==> src/rtl/pwm_multi_if.sv <==
// Control and output bundle for pwm_multi: shadow-load inputs, polarity and registered PWM outputs.
interface pwm_multi_if #(
  parameter int unsigned WIDTH    = 8,
  parameter int unsigned CHANNELS = 4
);
  logic                      EN;
  logic                      MODE;
  logic [WIDTH-1:0]          PERIOD;
  logic [CHANNELS*WIDTH-1:0] DUTY;
  logic                      LOAD;
  logic [CHANNELS-1:0]       POLARITY;
  logic [CHANNELS-1:0]       SIGNAL;
  logic                      PERIOD_END;

  modport master (
    output EN, MODE, PERIOD, DUTY, LOAD, POLARITY,
    input  SIGNAL, PERIOD_END
  );

  modport slave (
    input  EN, MODE, PERIOD, DUTY, LOAD, POLARITY,
    output SIGNAL, PERIOD_END
  );
endinterface

==> src/rtl/pwm_multi.sv <==
// Multi-channel PWM with one shared edge/center-aligned counter and period-boundary
// shadow loading of mode, period and per-channel duty.
module pwm_multi #(
  parameter int unsigned WIDTH    = 8,
  parameter int unsigned CHANNELS = 4
) (
  input logic        CLK,
  input logic        RST,
  pwm_multi_if.slave bus
);
  typedef logic [WIDTH-1:0] cnt_t;
  localparam cnt_t One = cnt_t'(1);

  cnt_t                      cnt_q, cnt_d;
  logic                      dir_q, dir_d;  // 1 = counting down (center mode only)
  logic                      mode_q, mode_d;
  cnt_t                      per_q, per_d;
  logic [CHANNELS*WIDTH-1:0] duty_q, duty_d;
  logic                      mode_sh_q, mode_sh_d;
  cnt_t                      per_sh_q, per_sh_d;
  logic [CHANNELS*WIDTH-1:0] duty_sh_q, duty_sh_d;
  logic                      pend_q, pend_d;
  logic [CHANNELS-1:0]       sig_q, sig_d;
  logic                      end_q, end_d;
  logic                      end_cyc;
  logic                      restart;

  always_comb begin
    if (!mode_q) begin
      end_cyc = (cnt_q == per_q);
    end else begin
      end_cyc = (per_q == '0) || ((cnt_q == One) && (dir_q || (per_q == One)));
    end
  end

  // Active registers may only be replaced while idle or on the last count of a period.
  assign restart = !bus.EN || end_cyc;

  always_comb begin
    cnt_d     = cnt_q;
    dir_d     = dir_q;
    mode_d    = mode_q;
    per_d     = per_q;
    duty_d    = duty_q;
    mode_sh_d = mode_sh_q;
    per_sh_d  = per_sh_q;
    duty_sh_d = duty_sh_q;
    pend_d    = pend_q;
    sig_d     = bus.POLARITY;
    end_d     = 1'b0;

    if (bus.LOAD) begin
      mode_sh_d = bus.MODE;
      per_sh_d  = bus.PERIOD;
      duty_sh_d = bus.DUTY;
    end

    if (restart) begin
      cnt_d  = '0;
      dir_d  = 1'b0;
      pend_d = 1'b0;
      // A LOAD coincident with the restart bypasses the shadows.
      if (bus.LOAD) begin
        mode_d = bus.MODE;
        per_d  = bus.PERIOD;
        duty_d = bus.DUTY;
      end else if (pend_q) begin
        mode_d = mode_sh_q;
        per_d  = per_sh_q;
        duty_d = duty_sh_q;
      end
    end else begin
      if (bus.LOAD) begin
        pend_d = 1'b1;
      end
      if (mode_q && dir_q) begin
        cnt_d = cnt_q - One;
      end else begin
        cnt_d = cnt_q + One;
        if (mode_q && (cnt_d == per_q)) begin
          dir_d = 1'b1;
        end
      end
    end

    if (bus.EN) begin
      end_d = end_cyc;
      for (int i = 0; i < int'(CHANNELS); i++) begin
        sig_d[i] = (cnt_q < duty_q[i*WIDTH +: WIDTH]) ^ bus.POLARITY[i];
      end
    end
  end

  always_ff @(posedge CLK) begin
    if (RST) begin
      cnt_q     <= '0;
      dir_q     <= 1'b0;
      mode_q    <= 1'b0;
      per_q     <= '1;
      duty_q    <= '0;
      mode_sh_q <= 1'b0;
      per_sh_q  <= '1;
      duty_sh_q <= '0;
      pend_q    <= 1'b0;
      sig_q     <= '0;
      end_q     <= 1'b0;
    end else begin
      cnt_q     <= cnt_d;
      dir_q     <= dir_d;
      mode_q    <= mode_d;
      per_q     <= per_d;
      duty_q    <= duty_d;
      mode_sh_q <= mode_sh_d;
      per_sh_q  <= per_sh_d;
      duty_sh_q <= duty_sh_d;
      pend_q    <= pend_d;
      sig_q     <= sig_d;
      end_q     <= end_d;
    end
  end

  assign bus.SIGNAL     = sig_q;
  assign bus.PERIOD_END = end_q;
endmodule

==> src/flat_wrapper.sv <==
// flat-port wrapper written by rule: the top's interface ports become plain ports
module pwm_multi_flat 
#(
  parameter int unsigned WIDTH    = 8,
  parameter int unsigned CHANNELS = 4
)
  (CLK, RST, bus_EN, bus_MODE, bus_PERIOD, bus_DUTY, bus_LOAD, bus_POLARITY, bus_SIGNAL, bus_PERIOD_END);
  pwm_multi_if #(.WIDTH(WIDTH), .CHANNELS(CHANNELS)) bus_i ();
  input logic CLK;
  input logic RST;
  input wire logic [$bits(bus_i.EN)-1:0] bus_EN;
  input wire logic [$bits(bus_i.MODE)-1:0] bus_MODE;
  input wire logic [$bits(bus_i.PERIOD)-1:0] bus_PERIOD;
  input wire logic [$bits(bus_i.DUTY)-1:0] bus_DUTY;
  input wire logic [$bits(bus_i.LOAD)-1:0] bus_LOAD;
  input wire logic [$bits(bus_i.POLARITY)-1:0] bus_POLARITY;
  output wire logic [$bits(bus_i.SIGNAL)-1:0] bus_SIGNAL;
  output wire logic [$bits(bus_i.PERIOD_END)-1:0] bus_PERIOD_END;
  assign bus_i.EN = bus_EN;
  assign bus_i.MODE = bus_MODE;
  assign bus_i.PERIOD = bus_PERIOD;
  assign bus_i.DUTY = bus_DUTY;
  assign bus_i.LOAD = bus_LOAD;
  assign bus_i.POLARITY = bus_POLARITY;
  assign bus_SIGNAL = bus_i.SIGNAL;
  assign bus_PERIOD_END = bus_i.PERIOD_END;
  pwm_multi #(.WIDTH(WIDTH), .CHANNELS(CHANNELS)) u_core (.CLK(CLK), .RST(RST), .bus(bus_i));
endmodule
==> config.mk <==
export PLATFORM = sky130hd
export DESIGN_NAME = pwm_multi_flat
export DESIGN_NICKNAME = d
export VERILOG_FILES = /design/src/rtl/pwm_multi_if.sv /design/src/rtl/pwm_multi.sv /design/src/flat_wrapper.sv
export SDC_FILE = /design/constraint.sdc
export NUM_CORES = 1
export LEC_CHECK = 0
export CORE_MARGIN = 8
export CORE_UTILIZATION = 25
export CTS_CLUSTER_DIAMETER = 50
export DETAILED_ROUTE_END_ITERATION = 6
export PLACE_DENSITY = 0.43
export SETUP_SLACK_MARGIN = 0.1
export SLEW_MARGIN = 0
export SYNTH_ARGS = -nofsm -noshare
export SYNTH_HDL_FRONTEND = slang
export SYNTH_SLANG_ARGS = --single-unit
==> constraint.sdc <==
create_clock -name CLK -period 3 [get_ports CLK]
set_clock_uncertainty 0.05 [all_clocks]
set_input_delay 0.6 -clock CLK [delete_from_list [all_inputs] [get_ports CLK]]
set_output_delay 0.6 -clock CLK [all_outputs]
set_load 0.01 [all_outputs]
==> out/qor.txt, run 1 <==
Post-Syn Nets - 537
CTS tree - done
vias in the first global route - 3,347
First-pass DRT Iterations - 4
area growth from synthesis to layout - 23.4%
Final Power - 2860 µW
Post-synth EDFFs - 0
final hold vios - 0
Final Slew Violations - 0
CTS resizes - 0
Power Dens Cells - 517 nW/µm²
hold_ws - 0.428 ns
worst-path fanout max - 41
CP peak stage delay - 0.61 ns
status - finished clean
fraction of registers with async set/reset - 0
share of cells above drive strength 1 - 0.0760
clock sink total - 97
# port buffers - 53
HP Class - flip-flop to flip-flop
Total Wirelength - 10,900 µm
post-synthesis cell count - 457
1st-iter DRT viols - 139
core area - 17,800 µm²
CP cell instances - or4_4 > nor4b_2 > o221ai_2 > a31o_4 > a22o_1
period utilization - 0.810
CTS Buf Count - 9
final setup fails - 0
largest net degree at the start of global routing - 47
Syn. warnings - 0
CTS root buf - clkbuf_16
Die Y-Extent - 150 µm
final setup margin - 0.569 ns
IO Pins - 54
area leader, netlist - dfxtp_1
Critical Path RT - 3.19 ns
drt via density - 4.46
Least-Margin Pin Slew - 0.505 ns
RSZ-0062 raised after global routing - false
Tmin final - 2.43 ns
first-pass GRT wire length - 18,000 µm
H-tree Lvls - 3
synthesis-stage register bit count - 97
DP Area - 5250 µm²
chip width - 150 µm
Max Fclk - 411 MHz
flop2flop setup slack - 0.57 ns
worst slack, placed - 0.565 ns
grt ovf - 0
Critical Path Slowest Stage Cell - or4_4
die area - 22,500 µm²
Pleak - 0.00229 µW
Starting Density - 0.252
Avg WL per Cell - 14.7 µm
Antenna Diode Count - 0
GRT Overall Usage - 0.103
Rel. slew slack - 0.663
maximum VDD drop - 0.301 mV
critical path type - flip-flop to flip-flop
Post-DP HPWL - 7740 µm
Synth top cells by count - dfxtp_1, nor2_1, inv_1, mux2i_1, a22o_1
Post-CTS Setup Repair Bufs - 0
GPL Wtd Cong - 0.842
Clk Latency, worst-skew pair - 0.35 ns
Distinct cells, synth - 48
critical path endpoint category - flip-flop
syn_area_per_cell - 9.81 µm²
drt drc - 0
dominant synthesized flop cell - dfxtp_1
setup TNS - 0 ns
Site Rows - 49
Mapped Area - 4480 µm²
Synth top area share - 0.433
synth top area cells - dfxtp_1, ha_1, mux2i_1
vias after detailed routing - 3,308
max cap viols - 0
most frequent cell after synthesis - dfxtp_1
Post-DRT Antenna Nets - 0
Worst Setup Start Kind - flip-flop
Final #Nets - 588
initial antenna violation count - 0
post-route cell area - 5530 µm²
data arrival time of the critical path - 2.62 ns
hold buffers post-CTS - 0
register area share after synthesis - 0.433
CTS max path bufs - 2
Reg clk slew, reported paths - 0.07 ns
-- critical path, delay by kind of cell (launching register included) --
family | cells | cell delay (ns)
compound gates | 3 | 0.93
flops | 1 | 0.45
simple gates | 2 | 0.88
-- final timing paths --
path                            cells after the start         startpoint                 to
worst min-delay path                                1  u_core.duty_q[26]  u_core.duty_q[26]
worst min register to register                      1  u_core.duty_q[26]  u_core.duty_q[26]
worst max register to register                      5    u_core.cnt_q[5]   u_core.duty_q[0]
worst max-delay path                                5    u_core.cnt_q[5]   u_core.duty_q[0]
-- sequential cells by signal, summed over array words and instances (netlist names) --
signal / flops
u_core.cnt_q: 8
u_core.bus.PERIOD_END: 1
u_core.mode_sh_q: 1
u_core.duty_q: 32
u_core.per_sh_q: 8
u_core.duty_sh_q: 32
u_core.bus.SIGNAL: 4
u_core.dir_q: 1
u_core.pend_q: 1
u_core.mode_q: 1
u_core.per_q: 8
-- stage by stage --
| stage | utilization | std cells |
|---|---|---|
| after global routing | 0.311 | 742 |
| final | 0.311 | 742 |
| after floorplan | - | 457 |
| after detailed placement | 0.295 | 726 |
| after global placement | 0.295 | 726 |
| after CTS | 0.311 | 742 |
-- metal layers --
layer	wire [µm]	global-route usage	vias up
met3	527	0.0290	12
met5	0	0	-
met2	4510	0.149	63
li1	-	-	1710
met4	131	0.0340	0
met1	5710	0.143	1523
-- layout make-up --
type	count	area, µm²
tap	229	287
sequential	97	1940
timing repair buffer	64	616
clock inverter	6	50.0
inverter	47	176
clock buffer	10	239
fill	1825	12200
multi-input combinational	289	2220
-- report_power, final --
group	internal, µW	switching (µW)
registers	1360	36.1
logic	178	164
clock network	595	525
-- layout by cell type, fill, tap and decap left out, types with 3 or more instances in the layout --
master	count
dfxtp_1	97
clkdlybuf4s50_1	51
nor2_1	48
inv_1	47
mux2i_1	34
a22o_1	33
ha_1	31
nor2b_1	11
a211oi_1	11
buf_4	10
xor2_1	9
xnor2_1	9
nand2_1	9
a21o_1	9
clkbuf_16	9
nand3_1	8
nor3_1	8
o21ai_0	8
a22oi_1	8
nand2b_1	5
and3_1	5
and2_1	4
a31oi_1	4
nand3b_1	3
o21a_1	3
o21ba_2	3
inv_6	3
-- cell families after synthesis --
family / count (synthesis) / share of synthesized area
mux: 35 / 0.0784
buf+inv: 71 / 0.0709
xor+xnor: 18 / 0.0352
compound gates: 92 / 0.166
fa+ha+maj: 31 / 0.0865
flops: 97 / 0.433
simple gates: 113 / 0.130
No activity file was read; power rests on OpenSTA's default activity.
==> run 2, diff against run 1 <==
Clock period 3 ns to 2.3 ns, I/O delays scaled along.
==> run 2 against run 1 <==
Net effect:
- cell count is 3.0% higher
- combinational power increased by 52%
- sequential power increased by 30%
- setup slack lost 0.50 ns
- largest cell class unchanged
- power increased by 36%
- hold slack gained 0.0086 ns
==> out/qor.txt, run 2 (synthesized netlist as in run 1, its figures left out) <==
CTS root buf - clkbuf_16
Least-Margin Pin Slew - 1.18 ns
Avg WL per Cell - 16.4 µm
final setup fails - 0
final hold vios - 0
Hold EP - u_core.duty_q[11]
Die Y-Extent - 150 µm
largest registers - u_core.duty_q: 32 flops, u_core.duty_sh_q: 32 flops
met2 WL post-DR - 5340 µm
uppermost routed layer - met4
first-pass GRT wire length - 18,600 µm
CTS tree - done
die area - 22,500 µm²
# port buffers - 53
Final #Nets - 610
DR WL met3 - 608 µm
core area - 17,800 µm²
multi-input logic area - 2320 µm²
HP Class - flip-flop to flip-flop
Clk Latency, worst-skew pair - 0.35 ns
clock sink total - 97
sequential cell area - 1950 µm²
IO Pins - 54
largest net degree at the start of global routing - 26
chip width - 150 µm
wl on met1 - 6450 µm
drt via density - 4.57
Critical Path RT - 2.55 ns
Total Wirelength - 12,600 µm
maximum VDD drop - 0.432 mV
critical path type - flip-flop to flip-flop
commonest non-fill, non-tap cell in the layout - dfxtp_1
critical path endpoint category - flip-flop
Post-DP HPWL - 8280 µm
CTS max path bufs - 2
vias after detailed routing - 3,491
1st-iter DRT viols - 169
final-layout fill cell count - 1,799
First-pass DRT Iterations - 4
Power Dens Cells - 662 nW/µm²
worst slack, placed - 0.0523 ns
flop2flop setup slack - 0.07 ns
max cap viols - 0
GPL Wtd Cong - 0.861
Rel. slew slack - 0.209
Final Slew Violations - 0
post-route cell area - 5860 µm²
H-tree Lvls - 3
most frequent cells in the layout - dfxtp_1, clkdlybuf4s50_1, nor2_1, inv_1, mux2i_1
final setup margin - 0.0703 ns
hold path cells - 1
Pleak - 0.00246 µW
CTS Buf Count - 9
drt drc - 0
period utilization - 0.969
Site Rows - 49
Worst Setup Start Kind - flip-flop
hold buffers post-CTS - 0
reg-to-reg endpoint - u_core.duty_q[8]
Post-DRT Antenna Nets - 0
initial antenna violation count - 0
DP Area - 5360 µm²
Starting Density - 0.252
grt ovf - 0
worst-path fanout max - 11
data arrival time of the critical path - 2.48 ns
share of cells above drive strength 1 - 0.127
worst min-delay path startpoint - u_core.duty_q[11]
Max Fclk - 448 MHz
Worst R2R Path Depth - 7
area growth from synthesis to layout - 30.7%
Reg clk slew, reported paths - 0.07 ns
GRT Overall Usage - 0.107
Antenna Diode Count - 0
RR Startpoint - u_core.cnt_q[5]
status - finished clean
Tmin final - 2.23 ns
RSZ-0062 raised after global routing - true
vias in the first global route - 3,401
[run 2: layout make-up]
| type | instances | area share |
|---|---|---|
| inverters | 47 | 0.0301 |
| repair buffers | 82 | 0.140 |
| clock inverters | 6 | 0.0113 |
| multi-input cells | 293 | 0.397 |
| flip-flops and latches | 97 | 0.332 |
| clock buffers | 10 | 0.0408 |
| well taps | 229 | 0.0489 |
[run 2: per-stage QoR]
| step | hold WS, ns | setup TNS [ns] | instances | power (µW) | util |
|---|---|---|---|---|---|
| 6_report | 0.436 | 0 | 764 | 3880 | 0.330 |
| 2_1_floorplan | 0.399 | 0 | 457 | 2130 | - |
| 3_5_place_dp | 0.416 | 0 | 738 | 2330 | 0.301 |
| 3_3_place_gp | 0.413 | 0 | 738 | 2320 | 0.301 |
| 5_1_grt | 0.456 | -0.0336 | 764 | 4070 | 0.330 |
| 4_1_cts | 0.436 | 0 | 755 | 3900 | 0.320 |
[run 2: routing by layer]
layer	vias up	GRT usage
met5	-	0
met4	0	0.0400
met3	11	0.0299
met2	70	0.162
met1	1642	0.143
li1	1768	-
[run 2: worst max-delay path, stage by stage (launching register included)]
cell and delay [ns]:
dfxtp_2 0.35, or4_4 0.57, nor4b_4 0.29, o221ai_4 0.25, a31oi_4 0.21, buf_4 0.17
clkbuf_16 0.16, a22o_1 0.13
[run 2: report_power, final]
group	switching [µW]	total, µW	internal (µW)
clock	663	1540	874
combinational	248	521	273
sequential	44.2	1820	1770
[run 2: worst max-delay path by stage]
stage	start	to	slack, ns	cells after the start
final	u_core.cnt_q[5]	u_core.duty_q[8]	0.07	7
after global routing	u_core.cnt_q[5]	u_core.per_q[3]	-0.01	7
after CTS	u_core.cnt_q[4]	u_core.duty_q[27]	0.1	5
after detailed placement	u_core.per_q[3]	u_core.duty_q[27]	0.05	5
after global placement	u_core.per_q[3]	u_core.mode_q	0.07	5
after floorplan	u_core.cnt_q[6]	u_core.duty_q[10]	0.10	7
[run 2: repair_timing]
item	in CTS	in global routing
resized for setup	2	9
cloned	1	6
pin swaps	2	9
setup endpoints to repair	34	41
buffers inserted	0	3
==> run 3, diff against run 2 <==
Settings changed: HOLD_SLACK_MARGIN set to 0.06, MAX_ROUTING_LAYER set to met4.
Clock period 2.3 ns to 2.6 ns, I/O delays scaled along.
==> run 3 against run 2 <==
Net effect:
- power shrank 10%
- sequential cell count unchanged
- count of clock-buffer cells in the layout unchanged
- largest power group unchanged
- largest cell class unchanged
- via count shrank 4.9%
- fmax fell by 4.3%
- design area decreased by 4.0%
- clock power fell by 4%
==> out/qor.txt, run 3 (synthesized netlist as in run 1, its figures left out) <==
most frequent cells in the layout - dfxtp_1, clkdlybuf4s50_1, nor2_1, inv_1, mux2i_1
max cap viols - 0
CTS max path bufs - 2
largest net degree at the start of global routing - 47
period utilization - 0.896
GRT Overall Usage - 0.110
maximum VDD drop - 0.419 mV
multi-input logic area - 2220 µm²
grt ovf - 0
largest registers - u_core.duty_q: 32 flops, u_core.duty_sh_q: 32 flops
Final Slew Violations - 0
final-layout fill cell count - 1,868
Avg WL per Cell - 15.1 µm
hold buffers post-CTS - 0
status - finished clean
die area - 22,500 µm²
chip width - 150 µm
commonest non-fill, non-tap cell in the layout - dfxtp_1
Power Dens Cells - 620 nW/µm²
Rel. slew slack - 0.666
core area - 17,800 µm²
initial antenna violation count - 0
vias after detailed routing - 3,320
Final #Nets - 593
Reg clk slew, reported paths - 0.07 ns
critical path endpoint category - flip-flop
First-pass DRT Iterations - 4
drt drc - 0
Post-CTS Setup Repair Bufs - 0
IO Pins - 54
H-tree Lvls - 3
Starting Density - 0.252
Final Power - 3490 µW
Post-DP HPWL - 8090 µm
HP Class - flip-flop to flip-flop
Clk Latency, worst-skew pair - 0.35 ns
Site Rows - 49
share of cells above drive strength 1 - 0.0849
setup TNS - 0 ns
Total Wirelength - 11,300 µm
first-pass GRT wire length - 18,500 µm
RSZ-0062 raised after global routing - false
CTS Buf Count - 9
GPL Wtd Cong - 0.822
drt via density - 4.44
Antenna Diode Count - 0
Worst Setup Start Kind - flip-flop
Pleak - 0.00234 µW
data arrival time of the critical path - 2.53 ns
area growth from synthesis to layout - 25.4%
sequential cell area - 1940 µm²
final setup fails - 0
1st-iter DRT viols - 145
# port buffers - 53
hold_ws - 0.432 ns
clock sink total - 97
Max Fclk - 429 MHz
final hold vios - 0
CTS root buf - clkbuf_16
Die Y-Extent - 150 µm
Tmin final - 2.33 ns
Critical Path RT - 2.79 ns
CTS resizes - 0
worst-path fanout max - 41
CTS tree - done
Post-DRT Antenna Nets - 0
Least-Margin Pin Slew - 0.502 ns
critical path type - flip-flop to flip-flop
vias in the first global route - 3,427
==> run 3: cell types whose count changed in the layout (fill, tap and decap cells not counted), moves of 2 or more <==
cell | before | now
dfxtp_1 | 92 | 97
a31o_4 | 4 | 1
dfxtp_2 | 5 | 0
clkinvlp_4 | 3 | 1
buf_4 | 23 | 14
clkbuf_16 | 12 | 9
==> run 3: path summary, 6_finish.rpt <==
check / from / to / slack, ns / cells past startpoint
max: u_core.cnt_q[5] / u_core.duty_q[8] / 0.27 / 5
min: u_core.duty_q[28] / u_core.duty_q[28] / 0.43 / 1
max reg2reg: u_core.cnt_q[5] / u_core.duty_q[8] / 0.27 / 5
min reg2reg: u_core.duty_q[28] / u_core.duty_q[28] / 0.43 / 1
==> run 3: routing by layer <==
layer	GRT usage	vias up	wire, µm
li1	-	1723	-
met3	0.0339	11	551
met2	0.163	57	4870
met5	-	-	0
met4	0.0315	0	139
met1	0.142	1529	5720
==> run 3: worst max-delay path, stage by stage, from the launching register on <==
cell	delay [ns]
dfxtp_1	0.38
or4_4	0.58
nor4b_2	0.28
o221ai_2	0.20
a31o_4	0.41
a22o_1	0.30
==> run 3: through the flow <==
stage	utilization	cell area (µm²)	instances	setup WS [ns]
final	0.316	5620	747	0.269
after global routing	0.316	5620	747	0.143
after CTS	0.316	5620	747	0.262
after detailed placement	0.298	5300	731	0.279
after global placement	0.298	5300	731	0.315
after floorplan	-	4480	457	0.382
==> run 3: cell type report <==
| class | instances | share of cell area |
|---|---|---|
| clock inverter | 6 | 0.0160 |
| timing repair buffer | 69 | 0.118 |
| sequential | 97 | 0.345 |
| clock buffer | 10 | 0.0425 |
| multi-input combinational | 289 | 0.396 |
| tap | 229 | 0.0509 |
| inverter | 47 | 0.0314 |
==> run 3: report_power, final <==
part           switching, µW  leakage, µW  total [µW]  internal (µW)
combinational            195      0.00138         406            211
sequential              38.9     0.000797        1610           1570
clock                    602     0.000159        1480            873
total                    836      0.00234        3490           2650
